### config.mk
export PLATFORM = sky130hd
export DESIGN_NAME = mat_cop_scheduler_flat
export DESIGN_NICKNAME = d
export VERILOG_FILES = /design/src/rtl/mat_cop_scheduler_pkg.sv /design/src/rtl/mat_cop_scheduler_if.sv /design/src/rtl/mat_cop_rr_arb.sv /design/src/rtl/mat_cop_scheduler.sv /design/src/flat_wrapper.sv
export SDC_FILE = /design/constraint.sdc
export NUM_CORES = 1
export LEC_CHECK = 0
export ABC_CLOCK_PERIOD_IN_PS = 4500
export BUFFER_PORTS_ARGS = -buffer_cell sky130_fd_sc_hd__buf_2
export CORE_ASPECT_RATIO = 0.8
export CORE_MARGIN = 10
export CORE_UTILIZATION = 30
export CTS_CLUSTER_DIAMETER = 200
export DETAILED_ROUTE_END_ITERATION = 7
export SLEW_MARGIN = 30
export SYNTH_ARGS = -nofsm -noshare
export SYNTH_HDL_FRONTEND = slang
export SYNTH_SLANG_ARGS = --single-unit
### constraint.sdc
create_clock -name clk -period 4.5 [get_ports clk]
set_input_delay 0.9 -clock clk [delete_from_list [all_inputs] [get_ports clk]]
set_output_delay 0.9 -clock clk [all_outputs]
set_load 0.02 [all_outputs]
### src/rtl/mat_cop_scheduler_pkg.sv
// rtl/mat_cop_scheduler_pkg.sv - shared constants for the matrix coprocessor scheduler
package mat_cop_scheduler_pkg;

  localparam int OPC_BIT         = 8;
  localparam int TIMEOUT_CYC_DEF = 1024;

  localparam logic [1:0] ST_IDLE  = 2'd0;
  localparam logic [1:0] ST_ISSUE = 2'd1;
  localparam logic [1:0] ST_WAIT  = 2'd2;
  localparam logic [1:0] ST_RESP  = 2'd3;

  localparam logic OWNER_CPU = 1'b0;
  localparam logic OWNER_DBG = 1'b1;

  // grant is one-hot {dbg, cpu}; maps to the owner encoding
  function automatic logic owner_of(input logic [1:0] grant);
    return grant[1] ? OWNER_DBG : OWNER_CPU;
  endfunction

endpackage

### src/rtl/mat_cop_scheduler_if.sv
// rtl/mat_cop_scheduler_if.sv - request, coprocessor and result signals of the scheduler
interface mat_cop_scheduler_if
  import mat_cop_scheduler_pkg::*;
#(
  parameter int DATA_W = 32,
  parameter int OP_W   = OPC_BIT
);
  logic              cpu_req_valid;
  logic [OP_W-1:0]   cpu_req_op;
  logic [DATA_W-1:0] cpu_req_a;
  logic [DATA_W-1:0] cpu_req_b;
  logic              cpu_req_ready;

  logic              dbg_req_valid;
  logic [OP_W-1:0]   dbg_req_op;
  logic [DATA_W-1:0] dbg_req_a;
  logic [DATA_W-1:0] dbg_req_b;
  logic              dbg_req_ready;

  logic              cop_start;
  logic [OP_W-1:0]   cop_op;
  logic [DATA_W-1:0] cop_a;
  logic [DATA_W-1:0] cop_b;
  logic              cop_abort;
  logic              cop_done;
  logic              cop_error;
  logic [DATA_W-1:0] cop_result;

  logic              mat_cop_working;
  logic              mat_cop_result_valid;
  logic              mat_cop_error;
  logic [DATA_W-1:0] mat_cop_result;
  logic              result_owner;

  modport slave (
    input  cpu_req_valid, cpu_req_op, cpu_req_a, cpu_req_b,
    output cpu_req_ready,
    input  dbg_req_valid, dbg_req_op, dbg_req_a, dbg_req_b,
    output dbg_req_ready,
    output cop_start, cop_op, cop_a, cop_b, cop_abort,
    input  cop_done, cop_error, cop_result,
    output mat_cop_working, mat_cop_result_valid, mat_cop_error, mat_cop_result, result_owner
  );

  modport master (
    output cpu_req_valid, cpu_req_op, cpu_req_a, cpu_req_b,
    input  cpu_req_ready,
    output dbg_req_valid, dbg_req_op, dbg_req_a, dbg_req_b,
    input  dbg_req_ready,
    input  cop_start, cop_op, cop_a, cop_b, cop_abort,
    output cop_done, cop_error, cop_result,
    input  mat_cop_working, mat_cop_result_valid, mat_cop_error, mat_cop_result, result_owner
  );

endinterface

### src/rtl/mat_cop_rr_arb.sv
// rtl/mat_cop_rr_arb.sv - 2-way round-robin arbiter, bit 0 = CPU, bit 1 = debug
module mat_cop_rr_arb
  import mat_cop_scheduler_pkg::*;
(
  input  logic       clk,
  input  logic       rst,
  input  logic [1:0] i_valid,
  input  logic       i_advance,
  output logic [1:0] o_grant
);

  // owner granted most recently; reset value makes the CPU win the first tie
  logic r_last;

  always_comb begin
    o_grant = 2'b00;
    case (i_valid)
      2'b01:   o_grant = 2'b01;
      2'b10:   o_grant = 2'b10;
      2'b11:   o_grant = (r_last == OWNER_CPU) ? 2'b10 : 2'b01;
      default: o_grant = 2'b00;
    endcase
  end

  always_ff @(posedge clk) begin
    if (rst) begin
      r_last <= OWNER_DBG;
    end else if (i_advance && (o_grant != 2'b00)) begin
      r_last <= owner_of(o_grant);
    end
  end

endmodule

### src/rtl/mat_cop_scheduler.sv
// rtl/mat_cop_scheduler.sv - CPU/debug coprocessor scheduler; MAT_COP_TIMEOUT_EN adds a WAIT watchdog
module mat_cop_scheduler
  import mat_cop_scheduler_pkg::*;
#(
  parameter int DATA_W      = 32,
  parameter int OP_W        = OPC_BIT,
  parameter int TIMEOUT_CYC = TIMEOUT_CYC_DEF
)
(
  input  logic                clk,
  input  logic                rst,
  mat_cop_scheduler_if.slave  bus
);

  logic [1:0]        r_state;
  logic [OP_W-1:0]   r_op;
  logic [DATA_W-1:0] r_a;
  logic [DATA_W-1:0] r_b;
  logic              r_owner;
  logic [DATA_W-1:0] r_result;
  logic              r_err;

  logic              w_idle;
  logic [1:0]        w_req_valid;
  logic [1:0]        w_grant;
  logic              w_accept;
  logic              w_timeout;

  assign w_idle      = (r_state == ST_IDLE);
  assign w_req_valid = {bus.dbg_req_valid, bus.cpu_req_valid};
  assign w_accept    = w_idle && (w_grant != 2'b00);

  mat_cop_rr_arb u_arb (
    .clk       (clk),
    .rst       (rst),
    .i_valid   (w_req_valid),
    .i_advance (w_idle),
    .o_grant   (w_grant)
  );

  // ready is only offered while idle, so a busy scheduler never accepts
  assign bus.cpu_req_ready = w_idle && w_grant[0];
  assign bus.dbg_req_ready = w_idle && w_grant[1];

`ifdef MAT_COP_TIMEOUT_EN
  localparam int CNT_W = $clog2(TIMEOUT_CYC);

  logic [CNT_W-1:0] r_wait_cnt;

  // WAIT is only entered from ISSUE, so clearing there zeroes the count on WAIT entry
  always_ff @(posedge clk) begin
    if (rst || (r_state == ST_ISSUE)) begin
      r_wait_cnt <= '0;
    end else if (r_state == ST_WAIT) begin
      r_wait_cnt <= r_wait_cnt + CNT_W'(1);
    end
  end

  assign w_timeout = (r_state == ST_WAIT) && !bus.cop_done &&
                     (r_wait_cnt == CNT_W'(TIMEOUT_CYC - 1));
`else
  logic w_unused_cfg;

  assign w_unused_cfg = (TIMEOUT_CYC > 1);
  assign w_timeout    = 1'b0;
`endif

  always_ff @(posedge clk) begin
    if (rst) begin
      r_state  <= ST_IDLE;
      r_op     <= '0;
      r_a      <= '0;
      r_b      <= '0;
      r_owner  <= OWNER_CPU;
      r_result <= '0;
      r_err    <= 1'b0;
    end else begin
      case (r_state)
        ST_IDLE: begin
          if (w_accept) begin
            r_state <= ST_ISSUE;
            r_owner <= owner_of(w_grant);
            r_op    <= w_grant[1] ? bus.dbg_req_op : bus.cpu_req_op;
            r_a     <= w_grant[1] ? bus.dbg_req_a  : bus.cpu_req_a;
            r_b     <= w_grant[1] ? bus.dbg_req_b  : bus.cpu_req_b;
          end
        end
        ST_ISSUE: begin
          r_state <= ST_WAIT;
        end
        ST_WAIT: begin
          // completion in the timeout cycle takes priority over the abort
          if (bus.cop_done) begin
            r_state  <= ST_RESP;
            r_result <= bus.cop_result;
            r_err    <= bus.cop_error;
          end else if (w_timeout) begin
            r_state  <= ST_RESP;
            r_result <= '0;
            r_err    <= 1'b1;
          end
        end
        ST_RESP: begin
          r_state <= ST_IDLE;
        end
        default: begin
          r_state <= ST_IDLE;
        end
      endcase
    end
  end

  assign bus.cop_start            = (r_state == ST_ISSUE);
  assign bus.cop_op               = r_op;
  assign bus.cop_a                = r_a;
  assign bus.cop_b                = r_b;
  assign bus.cop_abort            = w_timeout;

  assign bus.mat_cop_working      = !w_idle;
  assign bus.mat_cop_result_valid = (r_state == ST_RESP);
  assign bus.mat_cop_error        = (r_state == ST_RESP) && r_err;
  assign bus.mat_cop_result       = r_result;
  assign bus.result_owner         = (r_state == ST_RESP) && r_owner;

endmodule
### src/flat_wrapper.sv
// flat-port wrapper written by rule: the top's interface ports become plain ports
module mat_cop_scheduler_flat import mat_cop_scheduler_pkg::*;
#(
  parameter int DATA_W      = 32,
  parameter int OP_W        = OPC_BIT,
  parameter int TIMEOUT_CYC = TIMEOUT_CYC_DEF
)
  (clk, rst, bus_cpu_req_valid, bus_cpu_req_op, bus_cpu_req_a, bus_cpu_req_b, bus_cpu_req_ready, bus_dbg_req_valid, bus_dbg_req_op, bus_dbg_req_a, bus_dbg_req_b, bus_dbg_req_ready, bus_cop_start, bus_cop_op, bus_cop_a, bus_cop_b, bus_cop_abort, bus_cop_done, bus_cop_error, bus_cop_result, bus_mat_cop_working, bus_mat_cop_result_valid, bus_mat_cop_error, bus_mat_cop_result, bus_result_owner);
  mat_cop_scheduler_if #(.DATA_W(DATA_W), .OP_W(OP_W)) bus_i ();
  input  logic clk;
  input  logic rst;
  input wire logic [$bits(bus_i.cpu_req_valid)-1:0] bus_cpu_req_valid;
  input wire logic [$bits(bus_i.cpu_req_op)-1:0] bus_cpu_req_op;
  input wire logic [$bits(bus_i.cpu_req_a)-1:0] bus_cpu_req_a;
  input wire logic [$bits(bus_i.cpu_req_b)-1:0] bus_cpu_req_b;
  output wire logic [$bits(bus_i.cpu_req_ready)-1:0] bus_cpu_req_ready;
  input wire logic [$bits(bus_i.dbg_req_valid)-1:0] bus_dbg_req_valid;
  input wire logic [$bits(bus_i.dbg_req_op)-1:0] bus_dbg_req_op;
  input wire logic [$bits(bus_i.dbg_req_a)-1:0] bus_dbg_req_a;
  input wire logic [$bits(bus_i.dbg_req_b)-1:0] bus_dbg_req_b;
  output wire logic [$bits(bus_i.dbg_req_ready)-1:0] bus_dbg_req_ready;
  output wire logic [$bits(bus_i.cop_start)-1:0] bus_cop_start;
  output wire logic [$bits(bus_i.cop_op)-1:0] bus_cop_op;
  output wire logic [$bits(bus_i.cop_a)-1:0] bus_cop_a;
  output wire logic [$bits(bus_i.cop_b)-1:0] bus_cop_b;
  output wire logic [$bits(bus_i.cop_abort)-1:0] bus_cop_abort;
  input wire logic [$bits(bus_i.cop_done)-1:0] bus_cop_done;
  input wire logic [$bits(bus_i.cop_error)-1:0] bus_cop_error;
  input wire logic [$bits(bus_i.cop_result)-1:0] bus_cop_result;
  output wire logic [$bits(bus_i.mat_cop_working)-1:0] bus_mat_cop_working;
  output wire logic [$bits(bus_i.mat_cop_result_valid)-1:0] bus_mat_cop_result_valid;
  output wire logic [$bits(bus_i.mat_cop_error)-1:0] bus_mat_cop_error;
  output wire logic [$bits(bus_i.mat_cop_result)-1:0] bus_mat_cop_result;
  output wire logic [$bits(bus_i.result_owner)-1:0] bus_result_owner;
  assign bus_i.cpu_req_valid = bus_cpu_req_valid;
  assign bus_i.cpu_req_op = bus_cpu_req_op;
  assign bus_i.cpu_req_a = bus_cpu_req_a;
  assign bus_i.cpu_req_b = bus_cpu_req_b;
  assign bus_cpu_req_ready = bus_i.cpu_req_ready;
  assign bus_i.dbg_req_valid = bus_dbg_req_valid;
  assign bus_i.dbg_req_op = bus_dbg_req_op;
  assign bus_i.dbg_req_a = bus_dbg_req_a;
  assign bus_i.dbg_req_b = bus_dbg_req_b;
  assign bus_dbg_req_ready = bus_i.dbg_req_ready;
  assign bus_cop_start = bus_i.cop_start;
  assign bus_cop_op = bus_i.cop_op;
  assign bus_cop_a = bus_i.cop_a;
  assign bus_cop_b = bus_i.cop_b;
  assign bus_cop_abort = bus_i.cop_abort;
  assign bus_i.cop_done = bus_cop_done;
  assign bus_i.cop_error = bus_cop_error;
  assign bus_i.cop_result = bus_cop_result;
  assign bus_mat_cop_working = bus_i.mat_cop_working;
  assign bus_mat_cop_result_valid = bus_i.mat_cop_result_valid;
  assign bus_mat_cop_error = bus_i.mat_cop_error;
  assign bus_mat_cop_result = bus_i.mat_cop_result;
  assign bus_result_owner = bus_i.result_owner;
  mat_cop_scheduler #(.DATA_W(DATA_W), .OP_W(OP_W), .TIMEOUT_CYC(TIMEOUT_CYC)) u_core (.clk(clk), .rst(rst), .bus(bus_i));
endmodule
== Word-level counts from Yosys, hierarchy flattened ==
Index checks and enable logic that the tools add are counted.

* Eq/ne operators: 8
* Mux-type cells: 9
* Reductions and logical operators: 11

{| class="wikitable"
|+ Operators by type and width
! operator !! count
|-
| 32-bit 2-to-1 mux || 2
|-
| 2-bit equality test (second input constant) || 4
|-
| 8-bit 2-to-1 mux || 1
|-
| 2-bit one-hot mux with 4 select lines || 1
|-
| 2-bit 2-to-1 mux || 3
|-
| 2-bit one-hot mux with 3 select lines || 1
|-
| 2-bit AND reduction || 3
|-
| 1-bit logical AND || 5
|-
| 2-bit by 1-bit equality test with 1-bit output (second input constant) || 2
|-
| 2-bit != test (second input constant) || 2
|-
| 2-bit logical NOT || 1
|-
| 2-bit nonzero test || 1
|-
| 1-bit logical NOT || 1
|-
| 1-bit 2-to-1 mux || 1
|}

* Bits in registers: 109
* Output and inout port bits: 112
* Word-level logic and storage cells: 36

== Depth between registers and ports, before layout ==
* Word-level depth: 6
* Mapped depth: 7

== Cells and area by module ==
A second synthesis with hierarchy kept.

* Cell total of the unflattened synthesis: 502
* Area total of the unflattened synthesis: 4989.8 sq um

{| class="wikitable"
|+ By module, submodules not included
! module !! instances !! cells an instance !! area each (sq um) !! seq. area each (sq um)
|-
| mat_cop_scheduler || 1 || 495 || 4928.5 || 2162.1
|-
| mat_cop_rr_arb || 1 || 7 || 61.3 || 20.0
|}

== Worst setup path before layout ==
No wires, ideal clock.

* Path kind: input port to output port
* From: input port bus_dbg_req_valid
* To: output port bus_cpu_req_ready
* Arrival time: 1.620 ns
* Slack: 1.980 ns
* Stages: 4
* Buffers on the path: 2
* Cell sequence: nor2b_2 > buf_6 > buf_4 > nor2_1

* Cells in the longest elaborated chain, start to end: 3

{| class="wikitable"
|+ RTL lines
! what !! RTL line !! source
|-
| start, declared || flat_wrapper.sv:17 || <nowiki>input wire logic [$bits(bus_i.dbg_req_valid)-1:0] bus_dbg_req_valid;</nowiki>
|-
| 2-bit equality test / 2-bit by 1-bit equality test with 1-bit output (equally long branches) || mat_cop_rr_arb.sv:17 || <nowiki>case (i_valid)</nowiki>
|-
| 2-bit one-hot mux with 3 select lines * || mat_cop_rr_arb.sv:17 ||
|-
| 1-bit logical AND * || mat_cop_scheduler.sv:42 || <nowiki>assign bus.cpu_req_ready = w_idle && w_grant[0];</nowiki>
|-
| end, declared || flat_wrapper.sv:16 || <nowiki>output wire logic [$bits(bus_i.cpu_req_ready)-1:0] bus_cpu_req_ready;</nowiki>
|}

Mark *: on every way between the ends. The rest lies on a longest branch, timed or not.

== Worst setup path after layout ==
* From: register u_core.r_state[0]
* To: output port bus_cpu_req_ready

* Cells in the longest elaborated chain, start to end: 2

{| class="wikitable"
|+ RTL lines
! what !! RTL line !! source
|-
| start, declared || mat_cop_scheduler.sv:15 || <nowiki>logic [1:0] r_state;</nowiki>
|-
| start signal, assigned || mat_cop_scheduler.sv:70 || <nowiki>r_state <= ST_IDLE;</nowiki>
|-
| start signal, assigned || mat_cop_scheduler.sv:81 || <nowiki>r_state <= ST_ISSUE;</nowiki>
|-
| start signal, assigned || mat_cop_scheduler.sv:89 || <nowiki>r_state <= ST_WAIT;</nowiki>
|-
| 2-bit logical NOT || mat_cop_scheduler.sv:29 || <nowiki>assign w_idle = (r_state == ST_IDLE);</nowiki>
|-
| 1-bit logical AND || mat_cop_scheduler.sv:42 ||
|}

No other way between the ends.

==> reports/results.tsv <==
stage	metric	value	unit
sta	final-report max-slew violation count	0	
placement	RD Place Congestion	0.785	
critical_path	R2R Path End	u_core.bus.cop_a[31]	
critical_path	Worst setup SP type	flop	
critical_path	Worst R2R Start	u_core.r_state[0]	
power_and_ir_drop	PD cells	605	nW/µm²
critical_path	Critical Path Slowest Stage Cell	nand2_2	
clocking	TritonCTS clock tree	yes	
clocking	H-Tree Level Count	3	
routing	DRC errors left	0	
layout	Layout area overhead	39.1	%
critical_path	R2R depth	6	
critical_path	critical-path cell list	inv_1 -> ha_1 -> nand2_2 -> nor2_1 -> buf_2	
synth	Syn Inst Count	518	
routing	Via density	4.75	
critical_path	CP max FO	33	
clocking	Resized cells post-CTS	0	
synth	yosys warns	0	
clocking	Max clock buf depth	2	
layout	# nets final	963	
power_and_ir_drop	Psw	1.62	mW
sta	RSZ-0062 raised after global routing	no	
sta	Layout Skew	6.58	ps
sta	slew margin rel.	0.408	
min_path	Hold Path Origin	u_core.bus.mat_cop_result[1]	
placement	DP Area	6120	µm²
power_and_ir_drop	Peak VDD IR	0.259	mV
sta	setup_tns	0	ps
power_and_ir_drop	combinational share of power	0.440	
critical_path	CP Class	reg -> out	
synth	Seq/Total Area, Yosys	0.473	
placement	hpwl dp	12000	µm
layout	# fillers	1507	
critical_path	CP max stage delay	510	ps
routing	wirelength, routed	16700	µm
sta	Final setup viols	0	
routing	Starting DRT DRC Count	220	
critical_path	delay-heaviest family, CP	simple AND/OR/NAND/NOR gates	
routing	drt pass-1 iters	4	
critical_path	worst path buffer plus inverter count	2	
placement	input/output buffers	292	
clocking	Setup Buffers After CTS	0	
synth	cell area after synthesis	4610	µm²
clocking	clock-pin slew on the worst setup and hold paths	70	ps
floorplan	die area	20800	µm²
critical_path	CP arrival	1870	ps
floorplan	# IOs	294	
routing	Final ANT Viol Nets	0	
sta	maximum operating frequency	361	MHz
global_routing	GRT overflow	0	
sta	worst hold margin	452	ps
clocking	TritonCTS Buffers	9	
power_and_ir_drop	Leakage	3.12	nW
layout	final instance area	6420	µm²
sta	period utilization	0.616	
sta	worst slew pin tran	888	ps
floorplan	Initial Utilization	0.306	
floorplan	die height	131	µm
routing	per-cell routed wire length	16.9	µm
global_routing	largest net degree at the start of global routing	86	
clocking	Hold-fix buffers, CTS	0	
outcome	status	complete, no violations	
power_and_ir_drop	Seq pwr share	0.356	
layout	ant diodes	0	
sta	Period minus WS final	2770	ps
floorplan	Core ar.	15100	µm²
critical_path	Required @ worst endpoint	3600	ps
floorplan	DIE WIDTH	159	µm
synth	Distinct cells, synth	26	
global_routing	first-pass GRT wire length	25100	µm
synth	synthesized flop and latch total	109	
layout	fin cells	991	
floorplan	num rows	40	
power_and_ir_drop	Sw Share	0.417	
synth	Syn Nets	705	
min_path	Hold Path Depth	2	
placement	placed insts	975	
min_path	Hold Path Sink	u_core.bus.mat_cop_result[1]	
global_routing	All-Layer GR Usage	0.151	
sta	Final Hold Fails	0	
power_and_ir_drop	Clock power frac	0.203	
clocking	# clock sinks	109	
critical_path	r2r setup slk	2090	ps
min_path	hold crit path type	reg -> reg	
critical_path	Crit. End Element	primary output	
run	total of max-cap violations	0	
global_routing	initial antenna violation count	0	
layout	layout cell share with drive strength beyond 1	0.421	
global_routing	vias in the first global route	4759	
power_and_ir_drop	P_int	2.26	mW
synth	Syn Area/Cell	8.91	µm²
clocking	Worst-Skew Late Latency	350	ps
routing	total vias in the final route	4709	
clocking	CTS root buf	clkbuf_16	
## cell usage in the layout, fill, tap and decap left out, types with 3 or more instances in the layout
| master | instances |
|---|---|
| a2111oi_2 | 8 |
| a211oi_1 | 62 |
| a21oi_1 | 34 |
| and2_1 | 3 |
| buf_2 | 291 |
| buf_4 | 7 |
| clkbuf_16 | 9 |
| dfxtp_1 | 109 |
| ha_1 | 5 |
| inv_1 | 76 |
| nand2_1 | 68 |
| nor2_1 | 13 |
| nor3_1 | 10 |
| o32ai_1 | 62 |
## metrics by stage
| stage | setup WS, ps | total power, mW | utilization |
|---|---|---|---|
| floorplan | 1980 | 2.61 | - |
| global placement | 1750 | 3.13 | 0.406 |
| detailed placement | 1770 | 3.14 | 0.406 |
| CTS | 1680 | 3.94 | 0.426 |
| global route | 1560 | 4.14 | 0.426 |
| finish | 1730 | 3.88 | 0.426 |
## cells in the mapped netlist, drive strengths merged
master,count,area [µm²]
clkbuf,14,52.6
dfxtp,109,2180
or3b,1,8.76
nand2b,2,12.5
and2,4,25.0
a2111oi,10,138
nor2,13,48.8
ha,5,62.6
buf,38,243
a21oi,35,175
mux2i,1,10.0
inv,76,285
a211oi,62,465
o21a,2,15.0
nor2b,1,8.76
a21boi,1,7.51
o21ba,1,10.0
o32ai,62,543
nand2,69,259
conb,1,3.75
a211o,1,8.76
nor3,10,50.1
## registers in the layout (all words and copies together) (netlist names)
name,count
u_core.bus.cop_a,32
u_core.bus.cop_b,32
u_core.bus.cop_op,8
u_core.bus.mat_cop_result,32
u_core.r_err,1
u_core.r_owner,1
u_core.r_state,2
u_core.u_arb.r_last,1
## worst max path at each step
| stage | start | endpoint | slack [ps] | cells after the start |
|---|---|---|---|---|
| final | u_core.r_state[0] | bus_cpu_req_ready | 1730 | 5 |
| after global routing | u_core.r_state[0] | bus_cpu_req_ready | 1560 | 5 |
| after CTS | u_core.r_state[0] | bus_cpu_req_ready | 1680 | 5 |
| after detailed placement | bus_cpu_req_valid | bus_cpu_req_ready | 1770 | 4 |
| after global placement | bus_cpu_req_valid | bus_cpu_req_ready | 1750 | 4 |
| after floorplan | bus_dbg_req_valid | bus_cpu_req_ready | 1980 | 4 |
## power by group through the flow
stage | Clock, mW | Sequential, mW | Combinational [mW]
6_report | 0.790 | 1.38 | 1.71
5_1_grt | 0.845 | 1.42 | 1.88
4_1_cts | 0.821 | 1.38 | 1.74
3_5_place_dp | 0 | 1.40 | 1.74
3_3_place_gp | 0 | 1.40 | 1.73
2_1_floorplan | 0 | 1.71 | 0.899
## area by class of cell
type | instances | area [µm²] | share of cell area
timing repair buffer | 299 | 1520 | 0.237
clock buffer | 11 | 253 | 0.0394
multi-input combinational | 281 | 1870 | 0.292
tap | 210 | 263 | 0.0409
clock inverter | 5 | 41.3 | 0.00643
inverter | 76 | 285 | 0.0445
sequential | 109 | 2180 | 0.340
## tightest hold or removal path, stage by stage (launching register included)
cell,delay [ps]
dfxtp_1,310
nand2_1,50
a21oi_1,50
## cells by family after synthesis
| family | Yosys count | share of synthesized area |
|---|---|---|
| mux | 1 | 0.00217 |
| fa+ha+maj | 5 | 0.0136 |
| buf+inv | 128 | 0.126 |
| other cells | 1 | 0.000813 |
| flops | 109 | 0.473 |
| compound gates | 174 | 0.295 |
| simple gates | 100 | 0.0895 |
## metal layers
layer,vias up,global-route usage,share of wire
met2,198,0.255,0.48
li1,2351,-,-
met3,16,0.0546,0.097
met4,0,0.0462,0.014
met1,2144,0.175,0.41
met5,-,0,0
Note: power is estimated with default switching activity, not from simulation.
